<file path="config.mk">
export PLATFORM = sky130hd
export DESIGN_NAME = clock_div_bank_flat
export DESIGN_NICKNAME = d
export VERILOG_FILES = /design/src/rtl/clock_div_bank_pkg.sv /design/src/rtl/clock_div_bank_if.sv /design/src/rtl/clock_div_bank_chan.sv /design/src/rtl/clock_div_bank.sv /design/src/flat_wrapper.sv
export SDC_FILE = /design/constraint.sdc
export NUM_CORES = 1
export LEC_CHECK = 0
export BUFFER_PORTS_ARGS = -buffer_cell sky130_fd_sc_hd__buf_4
export CAP_MARGIN = 40
export CORE_MARGIN = 8
export CORE_UTILIZATION = 50
export CTS_CLUSTER_DIAMETER = 50
export DETAILED_ROUTE_END_ITERATION = 16
export GPL_TIMING_DRIVEN = 0
export PLACE_DENSITY = 0.72
export SLEW_MARGIN = 30
export SYNTH_ARGS = -nofsm -noshare
export SYNTH_HDL_FRONTEND = slang
export SYNTH_HIERARCHICAL = 1
export SYNTH_SLANG_ARGS = --single-unit
</file>
<file path="constraint.sdc">
create_clock -name clk_in -period 6.1 [get_ports clk_in]
set_input_delay 1.22 -clock clk_in [delete_from_list [all_inputs] [get_ports clk_in]]
set_output_delay 1.22 -clock clk_in [all_outputs]
set_load 0.01 [all_outputs]
</file>
<file path="src/rtl/clock_div_bank_pkg.sv">
// ==== clk_div_pkg : shared constants and helpers for the divider bank ====
// ==== rev 1.0 ====
`default_nettype none

package clk_div_pkg;

  localparam int unsigned DIV_DISABLED = 0;
  localparam int unsigned DIV_BYPASS   = 1;
  localparam int unsigned DIV_DEFAULT  = 2;

  // Output stays high while the counter is below this value (floor of D/2).
  function automatic int unsigned high_thresh(input int unsigned d);
    return d / 2;
  endfunction

endpackage

`default_nettype wire

</file>
<file path="src/rtl/clock_div_bank_if.sv">
// ==== clock_div_bank_if : configuration and output bundle of the divider bank ====
// ==== rev 1.0 ====
`default_nettype none

interface clock_div_bank_if #(
  parameter int NUM_CH = 4,
  parameter int DIV_W  = 8,
  parameter int CH_W   = 2
) ();

  logic              cfg_we;
  logic [CH_W-1:0]   cfg_ch;
  logic [DIV_W-1:0]  cfg_div;
  logic              cfg_half;
  logic              sync_all;
  logic [NUM_CH-1:0] cfg_pending;
  logic [NUM_CH-1:0] clk_out;
  logic [NUM_CH-1:0] strobe;

  modport master (
    output cfg_we, cfg_ch, cfg_div, cfg_half, sync_all,
    input  cfg_pending, clk_out, strobe
  );

  modport slave (
    input  cfg_we, cfg_ch, cfg_div, cfg_half, sync_all,
    output cfg_pending, clk_out, strobe
  );

endinterface

`default_nettype wire

</file>
<file path="src/rtl/clock_div_bank_chan.sv">
// ==== clk_div_chan : one programmable divider channel with deferred config ====
// ==== rev 1.0 ====
`default_nettype none

module clk_div_chan
  import clk_div_pkg::*;
#(
  parameter int DIV_W       = 8,
  parameter int DEFAULT_DIV = DIV_DEFAULT
) (
  input  wire logic             clk_in,
  input  wire logic             rst,
  input  wire logic             cfg_we,
  input  wire logic [DIV_W-1:0] cfg_div,
  input  wire logic             cfg_half,
  input  wire logic             sync_all,
  output logic                  pending,
  output logic                  clk_out,
  output logic                  strobe
);

  logic [DIV_W-1:0] div_q;
  logic [DIV_W-1:0] pend_div;
  logic [DIV_W-1:0] cnt;
  logic             half_q;
  logic             pend_half;
  logic             pending_q;
  logic             pos_q;
  logic             neg_q;
  logic             strobe_q;

  logic             wrap;
  logic             apply;
  logic [DIV_W-1:0] div_eff;
  logic [DIV_W-1:0] cnt_next;
  logic             pos_next;
  logic             strobe_next;

  always_comb begin
    wrap        = (cnt == div_q - DIV_W'(1));
    apply       = pending_q && ((div_q == DIV_W'(DIV_DISABLED)) ||
                                (div_q == DIV_W'(DIV_BYPASS)) || wrap || sync_all);
    div_eff     = apply ? pend_div : div_q;
    cnt_next    = '0;
    pos_next    = 1'b0;
    strobe_next = 1'b0;
    if (div_eff == DIV_W'(DIV_DISABLED)) begin
      cnt_next = '0;
    end else if (div_eff == DIV_W'(DIV_BYPASS)) begin
      pos_next    = 1'b1;
      strobe_next = 1'b1;
    end else begin
      // A newly applied divisor always starts a fresh period from zero.
      cnt_next    = (apply || sync_all || wrap) ? '0 : cnt + DIV_W'(1);
      pos_next    = (cnt_next < DIV_W'(high_thresh(32'(div_eff))));
      strobe_next = (cnt_next == '0);
    end
  end

  always_ff @(posedge clk_in) begin
    if (rst) begin
      div_q     <= DIV_W'(DEFAULT_DIV);
      half_q    <= 1'b0;
      pend_div  <= '0;
      pend_half <= 1'b0;
      pending_q <= 1'b0;
      cnt       <= DIV_W'(DEFAULT_DIV - 1);
      pos_q     <= 1'b0;
      strobe_q  <= 1'b0;
    end else begin
      if (apply) begin
        div_q  <= pend_div;
        half_q <= pend_half;
      end
      // A write on the apply edge becomes the next pending config.
      if (cfg_we) begin
        pend_div  <= cfg_div;
        pend_half <= cfg_half;
        pending_q <= 1'b1;
      end else if (apply) begin
        pending_q <= 1'b0;
      end
      cnt      <= cnt_next;
      pos_q    <= pos_next;
      strobe_q <= strobe_next;
    end
  end

  always_ff @(negedge clk_in) begin
    if (rst) neg_q <= 1'b0;
    else     neg_q <= pos_q;
  end

  assign pending = pending_q;
  assign strobe  = strobe_q;
  assign clk_out = pos_q | (half_q & div_q[0] & neg_q);

endmodule

`default_nettype wire

</file>
<file path="src/rtl/clock_div_bank.sv">
// ==== clock_div_bank : bank of NUM_CH programmable integer clock dividers ====
// ==== rev 1.0 ====
`default_nettype none

module clock_div_bank
  import clk_div_pkg::*;
#(
  parameter int NUM_CH      = 4,
  parameter int DIV_W       = 8,
  parameter int DEFAULT_DIV = DIV_DEFAULT,
  parameter int CH_W        = 2
) (
  input wire logic        clk_in,
  input wire logic        rst,
  clock_div_bank_if.slave bus
);

  logic [NUM_CH-1:0] pend_vec;
  logic [NUM_CH-1:0] clk_vec;
  logic [NUM_CH-1:0] stb_vec;

  for (genvar i = 0; i < NUM_CH; i++) begin : g_ch
    logic ch_we;

    // Selects at or above NUM_CH match no channel and are dropped.
    assign ch_we = bus.cfg_we && (bus.cfg_ch == CH_W'(i));

    clk_div_chan #(
      .DIV_W      (DIV_W),
      .DEFAULT_DIV(DEFAULT_DIV)
    ) u_chan (
      .clk_in  (clk_in),
      .rst     (rst),
      .cfg_we  (ch_we),
      .cfg_div (bus.cfg_div),
      .cfg_half(bus.cfg_half),
      .sync_all(bus.sync_all),
      .pending (pend_vec[i]),
      .clk_out (clk_vec[i]),
      .strobe  (stb_vec[i])
    );
  end

  assign bus.cfg_pending = pend_vec;
  assign bus.clk_out     = clk_vec;
  assign bus.strobe      = stb_vec;

endmodule

`default_nettype wire
</file>
<file path="src/flat_wrapper.sv">
// flat-port wrapper written by rule: the top's interface ports become plain ports
module clock_div_bank_flat import clk_div_pkg::*;
#(
  parameter int NUM_CH      = 4,
  parameter int DIV_W       = 8,
  parameter int DEFAULT_DIV = DIV_DEFAULT,
  parameter int CH_W        = 2
)
  (clk_in, rst, bus_cfg_we, bus_cfg_ch, bus_cfg_div, bus_cfg_half, bus_sync_all, bus_cfg_pending, bus_clk_out, bus_strobe);
  clock_div_bank_if #(.NUM_CH(NUM_CH), .DIV_W(DIV_W), .CH_W(CH_W)) bus_i ();
  input wire logic clk_in;
  input wire logic rst;
  input wire logic [$bits(bus_i.cfg_we)-1:0] bus_cfg_we;
  input wire logic [$bits(bus_i.cfg_ch)-1:0] bus_cfg_ch;
  input wire logic [$bits(bus_i.cfg_div)-1:0] bus_cfg_div;
  input wire logic [$bits(bus_i.cfg_half)-1:0] bus_cfg_half;
  input wire logic [$bits(bus_i.sync_all)-1:0] bus_sync_all;
  output wire logic [$bits(bus_i.cfg_pending)-1:0] bus_cfg_pending;
  output wire logic [$bits(bus_i.clk_out)-1:0] bus_clk_out;
  output wire logic [$bits(bus_i.strobe)-1:0] bus_strobe;
  assign bus_i.cfg_we = bus_cfg_we;
  assign bus_i.cfg_ch = bus_cfg_ch;
  assign bus_i.cfg_div = bus_cfg_div;
  assign bus_i.cfg_half = bus_cfg_half;
  assign bus_i.sync_all = bus_sync_all;
  assign bus_cfg_pending = bus_i.cfg_pending;
  assign bus_clk_out = bus_i.clk_out;
  assign bus_strobe = bus_i.strobe;
  clock_div_bank #(.NUM_CH(NUM_CH), .DIV_W(DIV_W), .DEFAULT_DIV(DEFAULT_DIV), .CH_W(CH_W)) u_core (.clk_in(clk_in), .rst(rst), .bus(bus_i));
endmodule
</file>
== Word level (Yosys, flattened, before mapping) ==
Index checks and enable logic that the tools add are counted.
Word-level totals
  output and inout port bits: 12
  bits in writable memories: 0
  memories kept: 0
  input bits: 15
  memory bits (read-only): 0
  bits in registers: 120
  logic and storage cells: 164
  bits in latches: 0
Operators by class
  bitwise gates (word level): 12
  muxes and demuxes: 32
  order comparisons: 4
  reductions and logical operators: 53
  div/mod/pow operators: 0
  multiply operators: 0
  equality and inequality tests: 15
  $add $sub $neg: 8
  shifts and indexed selects: 0
Operator list (count)
  $logic_not A8 Y1: 12
  $eq A8 B1 Y1 const B: 8
  $mux W8: 8
  $add A8 B1 Y8 const B: 4
  $eq A8 B8 Y1: 4
  $lt A8 B7 Y1: 4
  $sub A8 B1 Y8 const B: 4
  $mux W1: 24
  $logic_or A1 B1 Y1: 20
  $reduce_or A3 Y1: 4
  $and A1 B1 Y1: 8
  $logic_and A1 B1 Y1: 8
  $reduce_bool A2 Y1: 4
  $reduce_or A2 Y1: 4
  $eq A2 B2 Y1 const B: 2
  $or A1 B1 Y1: 4
  $eq A2 B1 Y1 const B: 1
  $logic_not A2 Y1: 1

== Depth between registers and ports, before layout ==
  depth in word-level cells: 10
  mapped depth: 14
  gate-level depth less buffers: 13

== Modules after synthesis ==
The synthesis kept the hierarchy.
By module, submodules not included
  clk_div_chan: instances 4, seq. area each 600.6 um^2, area an instance 1778.0 um^2, cells an instance 197
  clock_div_bank: instances 1, seq. area each 0.0 um^2, area an instance 37.5 um^2, cells an instance 4

==> impl_metrics.csv <==
group,metric,value,unit
cts,clock-sinks,120,
cells_and_area,layout.nets,892,
worst_setup_path,worstSetupStartpointType,"flop",
placement,placed_area,0.00757,mm²
cells_and_area,stdcell_area,0.00822,mm²
run,max_cap_violations,0,
worst_setup_path,cp.required,4.88,ns
cells_and_area,post-route-util,59.0,%
sta,hold_violations,0,
worst_setup_path,worstPathMaxFanout,1,
sta,rsz0062_at_grt,"false",
routing,drc,0,
cts,cts_hold_buffers,0,
synthesis,postSynthCellCount,792,
floorplan,coreArea,0.0139,mm²
sta,fin_skew,0.0246,ns
routing,drt_iter0_markers,412,
worst_setup_path,r2r_start,"u_core/g_ch[2].u_chan/div_q[0]$_SDFF_PP0_",
sta,slew_headroom,53.7,%
synthesis,ys_seq_area_share,33.6,%
worst_setup_path,worst_setup_path_end_kind,"output port",
global_route,track_usage,18.7,%
placement,port_buffers,26,
cts,clock_latency,0.44,ns
pwr,p_leak,3.45,nW
sta,setup_viol,0,
hold_path,hold_class,"flop to flop",
global_route,grt_pass1_vias,5672,
cts,htreeDepth,4,
worst_setup_path,critical_path_cell_count,2,
cts,cts_tree,"yes",
worst_setup_path,worstPathArrival,4.15,ns
global_route,grt_max_degree,21,
synthesis,yosys.area.top_type,"dfxtp_1",
cts,root_buffer,"clkbuf_16",
hold_path,min_to,"u_core/g_ch[1].u_chan/pend_div[0]$_SDFFE_PP0P_",
cells_and_area,drive_above_1_share,13.2,%
worst_setup_path,rrSetupSlack,2.08,ns
synthesis,yosys.area.top_type_share,33.6,%
global_route,grt_pass1_wl,27800,µm
cells_and_area,nFillCells,1227,
synthesis,synth_edf_count,0,
cells_and_area,antenna_cells,0,
hold_path,hp-start,"u_core/g_ch[1].u_chan/pend_div[0]$_SDFFE_PP0P_",
sta,worst_pin_slew,0.695,ns
synthesis,yosysUniqueCellTypes,50,
worst_setup_path,crit_path_top_delay_cell,"dfxtp_1",
cts,clk_pin_slew,0.05,ns
floorplan,dieArea,0.0184,mm²
floorplan,start_util,51.3,%
worst_setup_path,critPathMaxStageDelay,0.29,ns
cts,clockBufferDepth,2,
synthesis,synth_area,0.00715,mm²
floorplan,rows,43,
synthesis,synth_common_cells,"dfxtp_1, nor2_1, mux2i_1, ha_1",
routing,vias_per_cell,5.72,
synthesis,synthTopCellsByArea,"dfxtp_1, mux2i_1, ha_1",
routing,drt-total-wl,16800,µm
synthesis,yosys_warnings,6,
synthesis,async_flop_share,0,%
worst_setup_path,r2r-end,"u_core/g_ch[2].u_chan/pos_q$_SDFF_PP0_",
synthesis,synth_seq_cells,120,
synthesis,synth_ff_type,"dfxtp_1",
cells_and_area,area_growth,15.0,%
sta,slew_viol_final,0,
floorplan,chipHeight,136,µm
cells_and_area,fin_cells,1030,
routing,drtAntennaViolNets,0,
routing,wire_per_inst,16.3,µm
global_route,antenna_found_initial,0,
cts,cts_resized,0,
placement,place_congestion,0.882,
placement,dp_hpwl,12300,µm
routing,first_pass_iters,5,
status,status,"completed",
global_route,grt_overflow,0,
worst_setup_path,crit_type,"flop to output port",
sta,tns,0,ns
worst_setup_path,reg2reg_depth,14,
placement,dp.cells,998,
floorplan,die_w,136,µm
pwr,ir_drop,230,µV
hold_path,hold_depth,2,
worst_setup_path,cpLargestDelayFamily,"flip-flops",
cts,postCtsSetupBuffers,0,
synthesis,postSynthAreaPerCell,9.03,µm²
routing,vias,5894,
cts,numCtsBuffers,17,
synthesis,synth_nets,847,
floorplan,io_pins,27,
worst_setup_path,crit_path_cell_trace,"a31o_2, buf_4",
pwr,power_density,270,mW/mm²
worst_setup_path,critPathBufInv,1,
-- worst min-delay path, cell delays in order (launching register included) --
cell and delay [ns]:
dfxtp_1 0.32, mux2i_1 0.07, nor2_1 0.07
-- sequential cells by signal, summed over array words and instances, names as in the netlist --
signal                        count
u_core/g_ch.u_chan/div_q         32
u_core/g_ch.u_chan/cnt           32
u_core/g_ch.u_chan/pos_q          4
u_core/g_ch.u_chan/half_q         4
u_core/g_ch.u_chan/neg_q          4
u_core/g_ch.u_chan/strobe         4
u_core/g_ch.u_chan/pend_div      32
u_core/g_ch.u_chan/pending        4
u_core/g_ch.u_chan/pend_half      4
-- cells by family (layout without fill, tap and decap cells) --
group	Yosys count	after routing	synth area share, %
adders and majority gates	40	40	7.00
xor gates and xnor gates	56	56	6.86
DFF	120	120	33.6
buffers and inverters	68	126	4.48
muxes	68	68	10.2
AOI/OAI and AO/OA	128	128	15.0
and+or+nand+nor	312	312	22.9
-- per-layer routing --
metal	routed length [µm]	track usage (%)	up-vias
met5	0	0	-
met4	258	6.54	0
met3	463	3.64	25
met2	8230	31.7	111
met1	7870	23.1	2804
li1	-	-	2954
-- worst max path at each step --
stage | from | end | slack [ns]
after floorplan | u_core/g_ch[0].u_chan/neg_q$_SDFF_NP0_ | bus_clk_out[0] | 1.30
after global placement | rst | u_core/g_ch[2].u_chan/neg_q$_SDFF_NP0_ | 1.01
after detailed placement | rst | u_core/g_ch[2].u_chan/neg_q$_SDFF_NP0_ | 1.00
after CTS | u_core/g_ch[3].u_chan/neg_q$_SDFF_NP0_ | bus_clk_out[3] | 0.72
after global routing | u_core/g_ch[0].u_chan/neg_q$_SDFF_NP0_ | bus_clk_out[0] | 0.69
final | u_core/g_ch[0].u_chan/neg_q$_SDFF_NP0_ | bus_clk_out[0] | 0.73
-- layout make-up --
cell class	instances	area [µm²]	share of cell area (%)
buffer	36	200	2.44
clock buffer	17	425	5.18
clock inverter	19	240	2.92
inverter	28	105	1.28
multi-input combinational	604	4430	53.9
sequential	120	2400	29.2
tap	180	225	2.74
timing repair buffer	26	195	2.37
-- cell usage in the layout (no fill, tap or decap), types with 5 or more instances in the layout --
master / count
nor2_1: 120
dfxtp_1: 120
mux2i_1: 64
ha_1: 40
xnor2_1: 36
nand2_1: 36
inv_1: 32
nor3_1: 32
buf_4: 26
clkbuf_1: 20
xor2_1: 20
clkbuf_16: 17
o21ai_0: 16
nand3_1: 16
o211ai_1: 16
nor4_1: 16
nor3b_1: 12
a21oi_1: 12
and3_1: 12
a21o_1: 12
nor2b_1: 8
buf_6: 8
nand3b_1: 8
nand4b_1: 8
or3_1: 8
a41oi_1: 8
o211a_1: 8
nor4b_1: 8
o22ai_1: 8
o21a_1: 8
bufinv_16: 5
-- power by group --
part           internal [W]  switching, W
sequential         0.000812     0.0000230
clock              0.000729      0.000381
combinational      0.000117      0.000155
total               0.00166      0.000559
-- stage by stage --
step,hold WS [ns],power (W),setup slack (ns)
6_report,0.495,0.00222,0.732
3_3_place_gp,0.466,0.00113,1.01
3_5_place_dp,0.480,0.00113,1.00
5_1_grt,0.537,0.00230,0.689
4_1_cts,0.495,0.00223,0.718
2_1_floorplan,0.452,0.00105,1.30
(Power assumes the default switching activity.)
